### src/rtl/ctrl_pkg.sv
// Shared types and opcode constants for the registered decode stage.
// Register/immediate fields are sized for the widest supported REG_ADDR_W (8) and sliced by users.
package ctrl_pkg;

  localparam int REG_ADDR_MAX_W = 8;
  localparam int IMM_MAX_W      = 2*REG_ADDR_MAX_W - 1;

  localparam logic [1:0] PFX_AND  = 2'b00;
  localparam logic [1:0] PFX_ADD  = 2'b01;
  localparam logic [2:0] PFX_SET  = 3'b110;

  localparam logic [4:0] OP_SLT   = 5'b10000;
  localparam logic [4:0] OP_HALT  = 5'b10001;
  localparam logic [4:0] OP_LOAD  = 5'b10010;
  localparam logic [4:0] OP_STORE = 5'b10011;
  localparam logic [4:0] OP_ABS   = 5'b10100;
  localparam logic [4:0] OP_SEQ   = 5'b10101;
  localparam logic [4:0] OP_BRB   = 5'b10110;
  localparam logic [4:0] OP_RSVD  = 5'b10111;
  localparam logic [4:0] OP_SLL   = 5'b11100;
  localparam logic [4:0] OP_SRL   = 5'b11101;
  localparam logic [4:0] OP_BRF   = 5'b11110;
  localparam logic [4:0] OP_SUB   = 5'b11111;

  typedef enum logic [3:0] {
    ALU_AND = 4'b0000,
    ALU_ADD = 4'b0001,
    ALU_SLL = 4'b0010,
    ALU_SRL = 4'b0011,
    ALU_SUB = 4'b0100,
    ALU_SLT = 4'b0101,
    ALU_ABS = 4'b0110,
    ALU_SEQ = 4'b0111,
    ALU_SET = 4'b1000
  } alu_op_e;

  typedef enum logic [1:0] {
    ST_RUN,
    ST_HALT_DRAIN,
    ST_DONE
  } fsm_state_e;

  typedef logic [REG_ADDR_MAX_W-1:0] reg_addr_t;
  typedef logic [IMM_MAX_W-1:0]      imm_t;

  typedef struct packed {
    alu_op_e   alu;
    reg_addr_t rs_addr;
    reg_addr_t rt_addr;
    reg_addr_t write_addr;
    imm_t      immediate;
    logic      regwrite;
    logic      write_data_control;
    logic      cb_write;
    logic      memwrite;
    logic      memread;
    logic      branchb;
    logic      branchf;
    logic      uses_rs;
    logic      uses_rt;
    logic      halt;
    logic      illegal;
  } ctrl_bundle_t;

  // A bubble keeps the operand fields of the last bundle but must never act.
  function automatic ctrl_bundle_t clear_strobes(input ctrl_bundle_t b);
    ctrl_bundle_t r;
    r                    = b;
    r.regwrite           = 1'b0;
    r.write_data_control = 1'b0;
    r.cb_write           = 1'b0;
    r.memwrite           = 1'b0;
    r.memread            = 1'b0;
    r.branchb            = 1'b0;
    r.branchf            = 1'b0;
    r.uses_rs            = 1'b0;
    r.uses_rt            = 1'b0;
    r.halt               = 1'b0;
    r.illegal            = 1'b0;
    return r;
  endfunction

endpackage

### src/rtl/ctrl_decode_comb.sv
// Pure combinational instruction decoder: every field has a zero default,
// so opcodes only assign what they actually use.
module ctrl_decode_comb
  import ctrl_pkg::*;
#(
  parameter int REG_ADDR_W = 3,
  parameter int ACC_REG    = 7,
  parameter int CMP_REG    = 6,
  parameter int SUB_RS     = 2,
  parameter int SUB_RT     = 5,
  localparam int INSTR_W   = 2*REG_ADDR_W + 2
) (
  input  logic [INSTR_W-1:0] instr,
  input  logic               cb,
  output ctrl_bundle_t       bundle
);

  logic [4:0]            op;
  logic [REG_ADDR_W-1:0] reg_f;
  logic [REG_ADDR_W-1:0] hi_f;

  assign op    = instr[INSTR_W-1 -: 5];
  assign reg_f = instr[REG_ADDR_W-1:0];
  assign hi_f  = instr[2*REG_ADDR_W-1:REG_ADDR_W];

  always_comb begin
    bundle     = '0;
    bundle.alu = ALU_AND;
    if (op[4:3] == PFX_AND || op[4:3] == PFX_ADD) begin
      bundle.alu        = (op[4:3] == PFX_ADD) ? ALU_ADD : ALU_AND;
      bundle.write_addr = reg_addr_t'(hi_f);
      bundle.rs_addr    = reg_addr_t'(reg_f);
      bundle.rt_addr    = reg_addr_t'(ACC_REG);
      bundle.regwrite   = 1'b1;
      bundle.uses_rs    = 1'b1;
      bundle.uses_rt    = 1'b1;
    end else if (op[4:2] == PFX_SET) begin
      bundle.alu        = ALU_SET;
      bundle.immediate  = imm_t'(instr[INSTR_W-4:0]);
      bundle.write_addr = reg_addr_t'(ACC_REG);
      bundle.regwrite   = 1'b1;
    end else begin
      case (op)
        OP_SLL, OP_SRL: begin
          bundle.alu        = (op == OP_SRL) ? ALU_SRL : ALU_SLL;
          bundle.write_addr = reg_addr_t'(reg_f);
          bundle.rs_addr    = reg_addr_t'(reg_f);
          bundle.rt_addr    = reg_addr_t'(ACC_REG);
          bundle.regwrite   = 1'b1;
          bundle.uses_rs    = 1'b1;
          bundle.uses_rt    = 1'b1;
        end
        OP_BRF, OP_BRB: begin
          bundle.alu     = ALU_ADD;
          bundle.rs_addr = reg_addr_t'(reg_f);
          bundle.branchf = (op == OP_BRF) & cb;
          bundle.branchb = (op == OP_BRB) & cb;
          bundle.uses_rs = 1'b1;
        end
        OP_SUB: begin
          bundle.alu        = ALU_SUB;
          bundle.rs_addr    = reg_addr_t'(SUB_RS);
          bundle.rt_addr    = reg_addr_t'(SUB_RT);
          bundle.write_addr = reg_addr_t'(reg_f);
          bundle.regwrite   = 1'b1;
          bundle.uses_rs    = 1'b1;
          bundle.uses_rt    = 1'b1;
        end
        OP_SLT: begin
          bundle.alu      = ALU_SLT;
          bundle.rs_addr  = reg_addr_t'(CMP_REG);
          bundle.rt_addr  = reg_addr_t'(ACC_REG);
          bundle.cb_write = 1'b1;
          bundle.uses_rs  = 1'b1;
          bundle.uses_rt  = 1'b1;
        end
        OP_HALT: bundle.halt = 1'b1;
        OP_LOAD: begin
          bundle.alu                = ALU_ADD;
          bundle.write_addr         = reg_addr_t'(reg_f);
          bundle.rt_addr            = reg_addr_t'(ACC_REG);
          bundle.memread            = 1'b1;
          bundle.write_data_control = 1'b1;
          bundle.regwrite           = 1'b1;
          bundle.uses_rt            = 1'b1;
        end
        OP_STORE: begin
          bundle.alu      = ALU_ADD;
          bundle.rs_addr  = reg_addr_t'(reg_f);
          bundle.rt_addr  = reg_addr_t'(ACC_REG);
          bundle.memwrite = 1'b1;
          bundle.uses_rs  = 1'b1;
          bundle.uses_rt  = 1'b1;
        end
        OP_ABS: begin
          bundle.alu        = ALU_ABS;
          bundle.write_addr = reg_addr_t'(reg_f);
          bundle.rs_addr    = reg_addr_t'(reg_f);
          bundle.regwrite   = 1'b1;
          bundle.uses_rs    = 1'b1;
        end
        OP_SEQ: begin
          bundle.alu      = ALU_SEQ;
          bundle.rs_addr  = reg_addr_t'(reg_f);
          bundle.rt_addr  = reg_addr_t'(ACC_REG);
          bundle.cb_write = 1'b1;
          bundle.uses_rs  = 1'b1;
          bundle.uses_rt  = 1'b1;
        end
        default: bundle.illegal = 1'b1;
      endcase
    end
  end

endmodule

### src/rtl/ctrl_decode_pipe.sv
// Registered decode stage: valid/ready handshake, load-use interlock,
// branch flush and the RUN -> HALT_DRAIN -> DONE halt sequence.
module ctrl_decode_pipe
  import ctrl_pkg::*;
#(
  parameter int REG_ADDR_W = 3,
  parameter int ACC_REG    = 7,
  parameter int CMP_REG    = 6,
  parameter int SUB_RS     = 2,
  parameter int SUB_RT     = 5,
  parameter int LOAD_LAT   = 1,
  localparam int INSTR_W   = 2*REG_ADDR_W + 2
) (
  input  logic                  clock_i,
  input  logic                  reset_i,
  input  logic                  instr_valid_i,
  input  logic [INSTR_W-1:0]    instr_i,
  output logic                  instr_ready_o,
  input  logic                  cb_i,
  input  logic                  flush_i,
  output logic                  valid_o,
  output logic [3:0]            alucontrol_o,
  output logic [REG_ADDR_W-1:0] rs_addr_o,
  output logic [REG_ADDR_W-1:0] rt_addr_o,
  output logic [REG_ADDR_W-1:0] write_addr_o,
  output logic [INSTR_W-4:0]    immediate_o,
  output logic                  regwrite_o,
  output logic                  write_data_control_o,
  output logic                  CBwrite_o,
  output logic                  memwrite_o,
  output logic                  memread_o,
  output logic                  branchb_o,
  output logic                  branchf_o,
  output logic                  done_o,
  output logic                  illegal_o
);

  ctrl_bundle_t dec;
  ctrl_bundle_t bundle_q;
  fsm_state_e   state;
  logic         valid_q;
  logic         illegal_q;
  logic         done_q;
  logic [1:0]   bubble_cnt;
  logic         hazard;
  logic         accept;
  logic         unused_bundle;

  ctrl_decode_comb #(
    .REG_ADDR_W(REG_ADDR_W),
    .ACC_REG   (ACC_REG),
    .CMP_REG   (CMP_REG),
    .SUB_RS    (SUB_RS),
    .SUB_RT    (SUB_RT)
  ) u_decode (
    .instr (instr_i),
    .cb    (cb_i),
    .bundle(dec)
  );

  // bundle_q.memread is only ever set while the registered bundle is a live load.
  assign hazard = instr_valid_i & bundle_q.memread &
                  ((dec.uses_rs & (dec.rs_addr == bundle_q.write_addr)) |
                   (dec.uses_rt & (dec.rt_addr == bundle_q.write_addr)));

  assign instr_ready_o = (state == ST_RUN) &
                         (flush_i | ((bubble_cnt == 2'd0) & ~hazard));
  assign accept        = instr_valid_i & instr_ready_o;

  // One block owns the bundle register, the interlock counter and the halt FSM;
  // the defaults turn every cycle into a bubble unless an instruction issues.
  always_ff @(posedge clock_i) begin
    if (reset_i) begin
      state      <= ST_RUN;
      valid_q    <= 1'b0;
      bundle_q   <= '0;
      illegal_q  <= 1'b0;
      done_q     <= 1'b0;
      bubble_cnt <= 2'd0;
    end else begin
      valid_q   <= 1'b0;
      illegal_q <= 1'b0;
      bundle_q  <= clear_strobes(bundle_q);
      case (state)
        ST_RUN: begin
          if (flush_i) begin
            bubble_cnt <= 2'd0;
          end else if (accept) begin
            if (dec.illegal) begin
              illegal_q <= 1'b1;
            end else begin
              bundle_q <= dec;
              valid_q  <= 1'b1;
              if (dec.halt) state <= ST_HALT_DRAIN;
            end
          end else if (bubble_cnt != 2'd0) begin
            bubble_cnt <= bubble_cnt - 2'd1;
          end else if (hazard) begin
            bubble_cnt <= 2'(LOAD_LAT - 1);
          end
        end
        ST_HALT_DRAIN: begin
          state  <= ST_DONE;
          done_q <= 1'b1;
        end
        default: done_q <= 1'b1;
      endcase
    end
  end

  assign valid_o              = valid_q;
  assign alucontrol_o         = bundle_q.alu;
  assign rs_addr_o            = bundle_q.rs_addr[REG_ADDR_W-1:0];
  assign rt_addr_o            = bundle_q.rt_addr[REG_ADDR_W-1:0];
  assign write_addr_o         = bundle_q.write_addr[REG_ADDR_W-1:0];
  assign immediate_o          = bundle_q.immediate[INSTR_W-4:0];
  assign regwrite_o           = bundle_q.regwrite;
  assign write_data_control_o = bundle_q.write_data_control;
  assign CBwrite_o            = bundle_q.cb_write;
  assign memwrite_o           = bundle_q.memwrite;
  assign memread_o            = bundle_q.memread;
  assign branchb_o            = bundle_q.branchb;
  assign branchf_o            = bundle_q.branchf;
  assign done_o               = done_q;
  assign illegal_o            = illegal_q;
  assign unused_bundle        = ^bundle_q;

endmodule

### config.mk
export PLATFORM = sky130hd
export DESIGN_NAME = ctrl_decode_pipe
export DESIGN_NICKNAME = d
export VERILOG_FILES = /design/src/rtl/ctrl_pkg.sv /design/src/rtl/ctrl_decode_comb.sv /design/src/rtl/ctrl_decode_pipe.sv
export SDC_FILE = /design/constraint.sdc
export NUM_CORES = 1
export LEC_CHECK = 0
export CORE_ASPECT_RATIO = 0.8
export CORE_UTILIZATION = 32
export DETAILED_ROUTE_END_ITERATION = 10
export MAX_ROUTING_LAYER = met4
export PLACE_DENSITY_LB_ADDON = 0.15
export SLEW_MARGIN = 15
export SYNTH_ARGS = -nofsm -noshare
export SYNTH_HDL_FRONTEND = slang
export SYNTH_SLANG_ARGS = --single-unit
### constraint.sdc
create_clock -name clock_i -period 5.1 [get_ports clock_i]
set_clock_uncertainty 0.1 [all_clocks]
set_input_delay 0.51 -clock clock_i [delete_from_list [all_inputs] [get_ports clock_i]]
set_output_delay 0.51 -clock clock_i [all_outputs]
set_load 0.005 [all_outputs]
==> impl_metrics.tcl <==
set metrics [dict create \
    fin_ws_ns 0.915 \
    synth_cells 196 \
    synthSimpleGateAreaFrac_pct 27.2 \
    vdd_drop_max_v 0.000168 \
    p_total_uw 534 \
    num_rows 23 \
    finalSetupViolations 0 \
    synth_top_family_by_area "simple AND/OR/NAND/NOR gates" \
    clk_latency_ns 0.27 \
    synth-compound-area-share_pct 22.0 \
    postCtsResizedCells 0 \
    drv_cap 0 \
    antenna_left 0 \
    fmax_ghz 0.239 \
    drcViolationCount 0 \
    crit_type "in -> out" \
    fin_nets 245 \
    crit_chain "clkdlybuf4s50_1 -> nand4bb_1 -> a31oi_1 -> xor2_1 -> a211o_1 -> or3_1 -> a31oi_1 -> nor2_1 -> clkdlybuf4s50_1" \
    dr.pass1.iters 4 \
    synthAdderAreaFrac_pct 0 \
    rsz0062_at_grt "false" \
    fin_tns_setup_ns 0 \
    endpoint_kind "primary output" \
    wl_per_cell_um 13.7 \
    synthMuxAreaShare_pct 5.00 \
    synth_cell_type_count 51 \
    clkTransAtPathRegs_ns 0.06 \
    worst_path_largest_cell_delay_ns 0.83 \
    drive_gt1_share_pct 9.01 \
    tightest_slew_ns 0.836 \
    min_period_ns 4.18 \
    grt_pass1_wl_um 6690 \
    grt_max_degree 29 \
    core-area_sq_um 4980 \
    postCtsHoldBufs 0 \
    cts_root_buf "clkbuf_8" \
    run_status "completed" \
    drv_slew 0 \
    die_h_um 66.3 \
    die_x_um 82.4 \
    period_share_pct 82.0 \
    synth_area_per_cell_sq_um 8.43 \
    hold_violations 0 \
    worstPathRequired_ns 4.49 \
    portBuffers 41 \
    antennaDiodeCount 0 \
    power_density_nw_per_um2 245 \
    hold_class "reg -> reg" \
    dp_hpwl_um 2960 \
    cts_setup_buffers 0 \
    clockBufferDepth 2 \
    via_per_inst 5.09 \
    grt_usage_pct 16.6 \
    synth-edff-count 0 \
    start_util_pct 33.2 \
    design.die.area_sq_um 5460 \
    cts_tree "done" \
    syn-num-nets 209 \
    cts_buffers 5 \
    synth_xor_area_share_pct 3.56 \
    path_max_fanout 17 \
    overflow 0 \
    gp_congestion 0.822 \
    ioPinCount 42 \
    synth-seq-cells 30 \
    antenna_found_initial 0 \
    synth_ff_type "dfxtp_1" \
    critPathArrivalTime_ns 3.57 \
    slew_headroom_pct 44.3 \
    async_flop_share_pct 0 \
    slowest_stage "clkdlybuf4s50_1" \
    ys_warn_count 0 \
    totalWireLength_um 4060 \
    critical_path.startpoint_type "input port" \
    cts.sinks 30 \
    seq_area_frac_synth_pct 36.3 \
    netlist_area_sq_um 1650 \
    p_leak_uw 0.000769 \
    grt_pass1_vias 1395 \
    synthToLayoutAreaGrowth_pct 31.9 \
    cts_max_level 2 \
    dp_slack_ns 0.917 \
    vias 1502 \
    drtIter0Drc 141 \
]
==> Yosys cell counts, drive strengths merged (4+ instances only) <==
cell type | n | share of area, %
o21ai | 5 | 1.5
a31oi | 10 | 3.8
inv | 4 | 0.91
dfxtp | 30 | 36
nand2b | 11 | 4.2
buf | 11 | 3.9
nor2 | 16 | 3.6
nand2 | 17 | 3.9
nand3 | 7 | 2.1
clkbuf | 5 | 1.1
a21oi | 11 | 3.3
a211oi | 8 | 3.9
nor4 | 4 | 1.5
nor3 | 7 | 3.5
mux2i | 6 | 3.6
==> report_power, final <==
part | switching (uW) | total (uW) | leakage (uW) | internal, uW
clock network | 82.1 | 191 | 0.0000482 | 109
logic | 49.8 | 97.3 | 0.000477 | 47.5
registers | 5.10 | 246 | 0.000244 | 241
total | 137 | 534 | 0.000769 | 397
==> layout make-up <==
class,instances,area (sq um)
fillers,525,2800
multi-input cells,146,955
flip-flops and latches,30,601
repair buffers,45,440
clock buffers,7,86.3
well taps,62,77.6
inverters,4,15.0
clock inverters,1,5.00
==> registers in the layout, summed over array words and instances (netlist names) <==
register      flops
write_addr_o      3
bubble_cnt        2
CBwrite_o         1
memread_o         1
branchf_o         1
rs_addr_o         3
valid_o           1
done_o            1
rt_addr_o         2
illegal_o         1
state             2
memwrite_o        1
immediate_o       5
alucontrol_o      4
regwrite_o        1
branchb_o         1
==> final timing paths <==
path | cells past startpoint | to | slack, ns | from
worst max-delay path | 9 | instr_ready_o | 0.92 | instr_i[4]
worst min-delay path | 2 | done_o$_SDFFE_PP0N_ | 0.37 | done_o$_SDFFE_PP0N_
worst max register to register | 6 | alucontrol_o[3]$_SDFFE_PP0P_ | 2.74 | state[1]$_SDFFE_PP0P_
worst min register to register | 2 | done_o$_SDFFE_PP0N_ | 0.37 | done_o$_SDFFE_PP0N_
==> metal layers <==
metal	vias to the layer above	track usage [%]	routed length (um)
met2	39	24.6	1810
met4	0	3.95	19
li1	778	-	-
met5	-	-	0
met3	2	4.00	234
met1	683	22.5	2000
==> worst max-delay path: cells and delay by family <==
family	cells	cell delay, ns
AO/OA/AOI/OAI	3	0.86
XOR/XNOR	1	0.11
AND/OR/NAND/NOR	3	0.84
buffers and inverters	2	1.26
==> logic make-up (layout without fill, tap and decap cells) <==
logic type	Yosys count	in the layout
buffers and inverters	20	57
AOI/OAI and AO/OA	52	52
xor gates and xnor gates	5	5
and+or+nand+nor	81	81
muxes	8	8
DFF	30	30
==> cell usage in the layout (no fill, tap or decap), types with 2 or more instances in the layout <==
cell and instances:
a22o_1 2, nand4_1 2, nor4_1 4, a21o_1 2, xnor2_2 2, a22oi_1 2
nand2_1 17, a31oi_1 10, buf_4 4, clkbuf_8 6, dfxtp_1 30, a21oi_1 11
or3_1 2, a211oi_1 7, a21boi_0 2, xor2_1 2, nor2_1 16, o21ai_0 4
nand2b_1 11, nor3b_1 2, nor2b_1 3, and2_1 2, nor3_4 2, nand3_1 7
mux2i_1 6, mux2_1 2, clkdlybuf4s50_1 41, o31ai_1 2, inv_1 4, nor3_1 5
==> through the flow <==
step | hold slack (ns) | instances | utilization [%] | area (sq um)
2_1_floorplan | 0.353 | 196 | - | 1650
3_3_place_gp | 0.357 | 287 | 41.9 | 2090
3_5_place_dp | 0.363 | 287 | 41.9 | 2090
4_1_cts | 0.375 | 295 | 43.8 | 2180
5_1_grt | 0.394 | 295 | 43.8 | 2180
6_report | 0.373 | 295 | 43.8 | 2180
Note: power is estimated with default switching activity, not from simulation.
